`src/rtl/div_share_arbiter.sv`:
```
// Round-robin arbiter sharing one unsigned fixed-point divider among NREQ requesters.
// Optional divider watchdog is compiled in with `define DIV_TIMEOUT_EN.
module div_share_arbiter #(
    parameter int NREQ = 4,
    parameter int W    = 16,
    parameter int TMO  = 255
) (
    input  logic              clk,
    input  logic              rst,
    input  logic [NREQ-1:0]   req,
    input  logic [NREQ*W-1:0] dividend,
    input  logic [NREQ*W-1:0] divisor,
    output logic [NREQ-1:0]   gnt,
    output logic [NREQ-1:0]   done,
    output logic [W-1:0]      q_out,
    output logic              dvz_out,
    output logic              ovf_out,
    output logic              div_start,
    output logic [W-1:0]      div_a,
    output logic [W-1:0]      div_b,
    input  logic              div_busy,
    input  logic              div_valid,
    input  logic              div_dvz,
    input  logic              div_ovf,
    input  logic [W-1:0]      div_q
);
    localparam int PW = (NREQ > 1) ? $clog2(NREQ) : 1;

    typedef enum logic [1:0] {
        IDLE     = 2'd0,
        ISSUE    = 2'd1,
        WAIT_DIV = 2'd2,
        RESP     = 2'd3
    } state_t;

    state_t          state_r;
    logic [PW-1:0]   ptr_r;
    logic [PW-1:0]   owner_r;
    logic [PW-1:0]   win_s;
    logic [NREQ-1:0] win_oh_s;
    logic            tmo_hit_s;

    // Scan from the far end back toward p so the nearest set bit at or after p wins.
    function automatic logic [PW-1:0] rr_pick(input logic [NREQ-1:0] r, input logic [PW-1:0] p);
        logic [PW-1:0] pick;
        logic [PW:0]   s;
        pick = p;
        for (int k = NREQ - 1; k >= 0; k--) begin
            s = {1'b0, p} + (PW+1)'(k);
            if (s >= (PW+1)'(NREQ)) begin
                s = s - (PW+1)'(NREQ);
            end else begin
                s = s;
            end
            if (r[s[PW-1:0]]) begin
                pick = s[PW-1:0];
            end else begin
                pick = pick;
            end
        end
        return pick;
    endfunction

    function automatic logic [PW-1:0] next_ptr(input logic [PW-1:0] o);
        logic [PW-1:0] n;
        if (o == PW'(NREQ - 1)) begin
            n = {PW{1'b0}};
        end else begin
            n = o + PW'(1);
        end
        return n;
    endfunction

    // Winner selection for the IDLE cycle.
    always_comb begin
        win_s    = rr_pick(req, ptr_r);
        win_oh_s = {{(NREQ-1){1'b0}}, 1'b1} << win_s;
    end

`ifdef DIV_TIMEOUT_EN
    localparam int CW = ($clog2(TMO + 1) > 8) ? $clog2(TMO + 1) : 8;
    logic [CW-1:0] tmo_cnt_r;

    // Watchdog: cleared on issue, counts WAIT cycles; hit marks the TMO-th one.
    always_ff @(posedge clk) begin
        if (!rst) begin
            tmo_cnt_r <= {CW{1'b0}};
        end else if (state_r == ISSUE) begin
            tmo_cnt_r <= {CW{1'b0}};
        end else if (state_r == WAIT_DIV) begin
            tmo_cnt_r <= tmo_cnt_r + CW'(1);
        end else begin
            tmo_cnt_r <= tmo_cnt_r;
        end
    end

    assign tmo_hit_s = (tmo_cnt_r == CW'(TMO - 1));
`else
    assign tmo_hit_s = 1'b0;
`endif

    // Arbitration FSM with all client and divider-side outputs registered.
    always_ff @(posedge clk) begin
        if (!rst) begin
            state_r   <= IDLE;
            ptr_r     <= {PW{1'b0}};
            owner_r   <= {PW{1'b0}};
            gnt       <= {NREQ{1'b0}};
            done      <= {NREQ{1'b0}};
            q_out     <= {W{1'b0}};
            dvz_out   <= 1'b0;
            ovf_out   <= 1'b0;
            div_start <= 1'b0;
            div_a     <= {W{1'b0}};
            div_b     <= {W{1'b0}};
        end else begin
            case (state_r)
                IDLE: begin
                    done      <= {NREQ{1'b0}};
                    q_out     <= {W{1'b0}};
                    dvz_out   <= 1'b0;
                    ovf_out   <= 1'b0;
                    div_start <= 1'b0;
                    if (req != {NREQ{1'b0}}) begin
                        gnt     <= win_oh_s;
                        owner_r <= win_s;
                        div_a   <= dividend[win_s*W +: W];
                        div_b   <= divisor[win_s*W +: W];
                        state_r <= ISSUE;
                    end else begin
                        state_r <= IDLE;
                    end
                end
                ISSUE: begin
                    div_start <= 1'b1;
                    state_r   <= WAIT_DIV;
                end
                WAIT_DIV: begin
                    div_start <= 1'b0;
                    // Result is loaded straight into the outputs so done shows up in RESP.
                    if (div_dvz) begin
                        done    <= gnt;
                        q_out   <= {W{1'b0}};
                        dvz_out <= 1'b1;
                        ovf_out <= 1'b0;
                        state_r <= RESP;
                    end else if (div_ovf || tmo_hit_s) begin
                        done    <= gnt;
                        q_out   <= {W{1'b0}};
                        dvz_out <= 1'b0;
                        ovf_out <= 1'b1;
                        state_r <= RESP;
                    end else if (div_valid) begin
                        done    <= gnt;
                        q_out   <= div_q;
                        dvz_out <= 1'b0;
                        ovf_out <= 1'b0;
                        state_r <= RESP;
                    end else begin
                        state_r <= WAIT_DIV;
                    end
                end
                RESP: begin
                    done    <= {NREQ{1'b0}};
                    q_out   <= {W{1'b0}};
                    dvz_out <= 1'b0;
                    ovf_out <= 1'b0;
                    gnt     <= {NREQ{1'b0}};
                    ptr_r   <= next_ptr(owner_r);
                    state_r <= IDLE;
                end
                default: begin
                    state_r <= IDLE;
                end
            endcase
        end
    end

    div_share_arbiter_chk #(
        .NREQ (NREQ),
        .TMO  (TMO)
    ) u_chk (
        .clk       (clk),
        .rst       (rst),
        .gnt       (gnt),
        .done      (done),
        .div_start (div_start),
        .div_busy  (div_busy)
    );
endmodule

// Protocol checker for the arbiter: ownership, done routing and divider handshake.
module div_share_arbiter_chk #(
    parameter int NREQ = 4,
    parameter int TMO  = 255
) (
    input logic            clk,
    input logic            rst,
    input logic [NREQ-1:0] gnt,
    input logic [NREQ-1:0] done,
    input logic            div_start,
    input logic            div_busy
);
    a_params:    assert property (@(posedge clk) (NREQ >= 2) && (NREQ <= 8) && (TMO >= 1));
    a_gnt_oh:    assert property (@(posedge clk) disable iff (!rst) $onehot0(gnt));
    a_done_own:  assert property (@(posedge clk) disable iff (!rst) (done != {NREQ{1'b0}}) |-> (done == gnt));
    a_start_idl: assert property (@(posedge clk) disable iff (!rst) div_start |-> !div_busy);
endmodule

```
`config.mk`:
```
export PLATFORM = sky130hd
export DESIGN_NAME = div_share_arbiter
export DESIGN_NICKNAME = d
export VERILOG_FILES = /design/src/rtl/div_share_arbiter.sv
export SDC_FILE = /design/constraint.sdc
export NUM_CORES = 1
export LEC_CHECK = 0
export ABC_AREA = 1
export BUFFER_PORTS_ARGS = -buffer_cell sky130_fd_sc_hd__buf_2
export CAP_MARGIN = 15
export CORE_AREA = 4 4 103 105
export DETAILED_ROUTE_END_ITERATION = 12
export DIE_AREA = 0 0 107 109
export PLACE_DENSITY = 0.77
export SLEW_MARGIN = 0
export SYNTH_ARGS = -nofsm -noshare
export SYNTH_HDL_FRONTEND = slang
export SYNTH_HIERARCHICAL = 1
export SYNTH_SLANG_ARGS = --single-unit
```
`constraint.sdc`:
```
create_clock -name clk -period 1.6 [get_ports clk]
set_input_delay 0.24 -clock clk [delete_from_list [all_inputs] [get_ports clk]]
set_output_delay 0.24 -clock clk [all_outputs]
set_load 0.01 [all_outputs]
```
-- After elaboration in Yosys (flattened, before gate mapping)
Index checks and enable logic that the tools add are counted.
- bits in registers: 65
- input port bits: 154
- output and inout bits: 59
- add/subtract/negate cells: 8
- order comparisons: 8
- equality and inequality tests: 6
- shift operators: 3
- mux-type cells: 40
- reductions and logical operators: 10
- operators with widths (kind ; count):
    variable part select 64 x 7 -> 16 bit ; 2
    two-way mux 16 bit ; 3
    one-hot mux 16 bit (2 select lines) ; 1
    two-way mux 2 bit ; 9
    two-way mux 4 bit ; 4
    one-hot mux 4 bit (2 select lines) ; 2
    two-way mux 1 bit ; 13
    < comparator 2 x 3 -> 1 bit (second input constant) ; 4
    greater-or-equal comparator 3 bit (second input constant) ; 3
    binary-select mux 1 bit (select 2 bit) ; 4
    one-hot mux 2 bit (4 select lines) ; 1
    subtractor 2 x 1 -> 2 bit (second input constant) ; 4
    adder 2 x 2 -> 3 bit (second input constant) ; 2
    equality test 2 bit (second input constant) ; 3
    one-hot mux 1 bit (2 select lines) ; 3
    AND reduction 2 bit ; 3
    nonzero test 2 bit ; 3
    != test 4 bit (second input constant) ; 1
    nonzero test 4 bit ; 1
    OR reduction 2 bit ; 2
    << shifter 1 x 2 -> 4 bit (first input constant) ; 1
    adder 2 x 1 -> 3 bit (second input constant) ; 1
    greater-or-equal comparator 2 x 3 -> 1 bit (second input constant) ; 1
    adder 2 x 1 -> 2 bit (second input constant) ; 1
    3 further kinds ; 3

-- Logic depth before layout (Yosys ltp)
- depth after elaboration: 12
- gate-level depth with buffers: 16
- gate-level depth less buffers: 15

-- Worst setup path after synthesis
Ideal clock, no wire load.
- path type: register -> register
- start: register state_r[0]
- end: register owner_r[1]
- library setup time: 116 ps
- arrival time: 1636 ps
- slack: -153 ps
- stages on the path, launching flop included: 10
- period minus slack after synthesis: 1753 ps
- cells stage by stage: dfxtp_1 inv_1 ha_1 inv_1 a41oi_1 buf_2 clkbuf_1 nand2_1 o211ai_1 inv_1
- cells in the longest elaborated chain, start to end: 2
- RTL lines (what ; RTL line ; source):
    start, declared ; 36 ; state_t state_r;
    start signal, assigned ; 105 ; state_r <= IDLE;
    start signal, assigned ; 129 ; state_r <= ISSUE;
    start signal, assigned ; 131 ; state_r <= IDLE;
    zero test 2 bit ; 117 ; case (state_r)
    AND reduction 2 bit (no line) ; -- ;
    end signal, assigned ; 107 ; owner_r <= {PW{1'b0}};
    end signal, assigned ; 126 ; owner_r <= win_s;
    end, declared ; 38 ; logic [PW-1:0] owner_r;
Every way passes these cells.
A chain may end at the register's enable or synchronous reset.

-- Final worst setup path
- start: register ptr_r[0]
- end: register div_a[7]
- cells in the longest elaborated chain, start to end: 10
- RTL lines (what ; RTL line ; source):
    start, declared ; 37 ; logic [PW-1:0] ptr_r;
    start signal, assigned ; 106 ; ptr_r <= {PW{1'b0}};
    start signal, assigned ; 169 ; ptr_r <= next_ptr(owner_r);
    adder 2 x 2 -> 3 bit ; 49 ; s = {1'b0, p} + (PW+1)'(k);
    greater-or-equal comparator 3 bit or subtractor 2 x 1 -> 2 bit (tied branches) ; 50, 51 ;
    two-way mux 2 bit ; 50 ; if (s >= (PW+1)'(NREQ)) begin
    binary-select mux 1 bit (select 2 bit) ; 55 ; if (r[s[PW-1:0]]) begin
    two-way mux 1 bit (not written as such) ; 55 ;
    two-way mux 2 bit (3 in a row) ; 55 ;
    two-way mux 2 bit (*) ; 55 ;
    variable part select 64 x 7 -> 16 bit (*) ; 127 ; div_a <= dividend[win_s*W +: W];
    end signal, assigned ; 114 ; div_a <= {W{1'b0}};
    end signal, assigned ; 127 ;
    end, declared ; 19 ; output logic [W-1:0] div_a,
Every way passes the cells marked *; elsewhere a longest branch is shown, timed or not. The select of a mux whose other input is x is not followed.

==> results.md <==
* Outcome: complete, but fails checks
* Failing checks: setup timing
* Syn Area/Cell at 6.238 um2
* WS Path Type: flop to flop
* WP depth at 16
* Syn nets at 791
* Cts hold-fix bufs at 0
* FF-to-FF setup slack at -0.32 ns
* Worst R2R Path Depth at 16
* Initial DRT Pass Iterations at 5
* Area of the multi-input gates at 0.002643 mm2
* Fin Hold WS at 0.1460 ns
* Pwr per Cell Area at 1331 mW/mm2
* P&R area growth vs syn at 66.97%
* Drt total wl at 15440 um
* Finished Layout Cells at 1014
* Final Max Tran Viols at 0
* Worst setup path endpoint: div_a[7]
* Placed instance area at 0.005400 mm2
* Crit end category: flop
* Most used flip-flop cell after synthesis: dfxtp_1
* Data arrival, critical path at 2.16 ns
* Total GRT Usage at 0.2313
* Total core area at 0.009639 mm2
* Largest net degree at the start of global routing at 41
* Critical-path cell list: buf_6 -> nand2_2 -> nand2_2 -> nand2_1 -> nand2_2 -> nand2_2 -> nand2_4 -> nand2_4 -> nand2_8 -> nand2_8 -> buf_12 -> clkbuf_16 -> nand3_4 -> nand3_2 -> nor2_1 -> nor2_1
* Clock Path Buffers at 2
* WP buf/inv at 3
* Setup WS post-layout at -0.3191 ns
* Fmax at 0.5211 GHz
* Clk_lat worst skew at 0.35 ns
* Hold Vio Cnt, Final at 0
* Worst Hold Class: primary input to flop
* Die width at 107 um
* Number of synthesized flops with an enable pin at 0
* Cts bufs inserted at 9
* Initial Utilization at 0.4084
* # H-tree levels at 3
* Routed wl met3 at 1298 um
* Max stage delay on crit path at 0.39 ns
* Worst r2r src: ptr_r[0]
* DP Worst Slack at -0.2868 ns
* Vias in the first global route at 4442
* Top-count cell post-synth: nor2_1
* FP Rows at 36
* Antenna Nets Post-Route at 0
* Setup crit start kind: flop
* Number of distinct library cells after synthesis at 24
* CTS tree: done
* HPWL after DPL at 9415 um
* Period minus WS final at 1.919 ns
* Initial detailed-routing violation count at 300
* Netlist Area Pre-Place at 0.003936 mm2
* Max IR drop VDD at 0.0005267 V
* R2r endpoint: div_a[7]
* Hold path cells at 3
* Synth top area cells: dfxtp_1 33%, nand3_1 15%, nor2_1 13%, nand2_1 10%, o21ai_0 6.1%
* Slew headroom at 0.7456
* Clock root cell: clkbuf_8
* Power, Total at 0.008749 W
* Initial antenna violation count at 0
* Top cells by count, synth: 141 x nor2_1, 120 x nand3_1, 108 x nand2_1
* MaxCap Viol Count at 0
* Final Cell Area at 0.006573 mm2
* Register area share after synthesis at 0.3306
* Routed met2 length at 7701 um
* Slowest CP cell: dfxtp_4
* Post-synthesis async set-or-reset flop share at 0
* Crit share post-route at 1.199
* Leakage Power at 3.371 nW
* First-pass GRT wire length at 21450 um
* FF+latch count, synth at 65
* Worst Tran Pin Value at 0.3816 ns
* Crit path from: ptr_r[0]
* Layout cells sized above 1 at 0.4540
* Synth warn at 6
* DR top layer: met4
* Nets at 1036
* Die area at 0.01166 mm2
* Worst Path Required at 1.84 ns
* Max Clock Skew at 0.01108 ns
* Synthesized instance count at 631
* Placed cell count at 969
* CP delay by family, top: simple AND/OR/NAND/NOR gates
* Die span in y at 109 um
* Clock-pin slew on the worst setup and hold paths at 0.08 ns
* Port Buffers at 211
* Antenna diode count at 0
* Most frequent CP cell: nand2_2
* Clock Sinks at 65
* Grt total ovfl at 0
* I/O pins at 213
* Unrepaired setup endpoints after global routing: true
* Maximum fanout along the worst path at 7
* Synth area leader: dfxtp_1
* DRC at 0
* Reg area at 0.001309 mm2
* Wl on met1 at 6220 um
* Vias post-DR at 5042
* Gpl congestion at 0.8084
* Fillers at 858
* WL/cell at 15.23 um
* Post-synth top area share at 0.3306
* Avg Vias per Cell at 4.972
* Final setup fails at 38
==> placed cells by master, fill, tap and decap left out, drive strengths merged, types with 6 or more instances in the layout <==
| cell type | count |
|---|---|
| inv | 54 |
| nor2 | 141 |
| dfxtp | 65 |
| a21oi | 17 |
| buf | 268 |
| ha | 6 |
| nand2 | 113 |
| nand3 | 138 |
| o21ai | 49 |
| clkbuf | 15 |
==> cell families (layout without fill, tap and decap cells) <==
logic type / after synthesis / count (layout) / synth area share
DFF: 65 / 65 / 0.3306
buffers and inverters: 96 / 345 / 0.1090
and+or+nand+nor: 393 / 394 / 0.4460
AOI/OAI and AO/OA: 71 / 71 / 0.09536
adders and majority gates: 6 / 6 / 0.01907
==> per-stage QoR <==
stage,util,setup TNS (ns)
after floorplan,-,-0.08289
after global placement,0.5602,-5.673
after detailed placement,0.5602,-7.501
after CTS,0.6349,-8.295
after global routing,0.6819,-14.16
final,0.6819,-10.18
==> sequential cells by signal (all words and copies together) (netlist names) <==
name,cells
div_a,16
div_b,16
div_start,1
done,4
dvz_out,1
gnt,4
ovf_out,1
owner_r,2
ptr_r,2
q_out,16
state_r,2
==> worst min path at each step <==
stage | from | endpoint
after floorplan | div_ovf | ovf_out
after global placement | q_out[0] | q_out[0]
after detailed placement | q_out[0] | q_out[0]
after CTS | div_q[0] | q_out[0]
after global routing | div_q[0] | q_out[0]
final | div_q[3] | q_out[3]
==> tightest hold or removal path, cell delays in order <==
cell and delay (ns):
buf_2 0.09, nand3_1 0.06, o21ai_0 0.06
==> cell type report <==
cell class / count / share of cell area
clock buffers: 9 / 0.01885
clock inverters: 7 / 0.01180
inverters: 54 / 0.03350
multi-input cells: 471 / 0.4021
flip-flops and latches: 65 / 0.1991
well taps: 133 / 0.02532
repair buffers: 275 / 0.3093
==> layer usage <==
| layer | vias to the layer above | track usage |
|---|---|---|
| met4 | 0 | 0.06027 |
| met5 | - | 0 |
| met2 | 209 | 0.4051 |
| li1 | 2526 | - |
| met1 | 2285 | 0.2816 |
| met3 | 22 | 0.06217 |
==> where the power goes <==
| part | total, W | switching [W] | internal, W |
|---|---|---|---|
| registers | 0.00219 | 0.000201 | 0.00199 |
| clock network | 0.00146 | 0.000723 | 0.000733 |
| logic | 0.00511 | 0.00276 | 0.00235 |
==> what timing repair did <==
item / in CTS / in global routing
gates resized for setup: 61 / 71
gates cloned: 8 / 9
buffers inserted: 11 / 4
pin swaps: 11 / 24
endpoints found under the setup margin: 37 / 40
No activity file was read; power rests on OpenSTA's default activity.
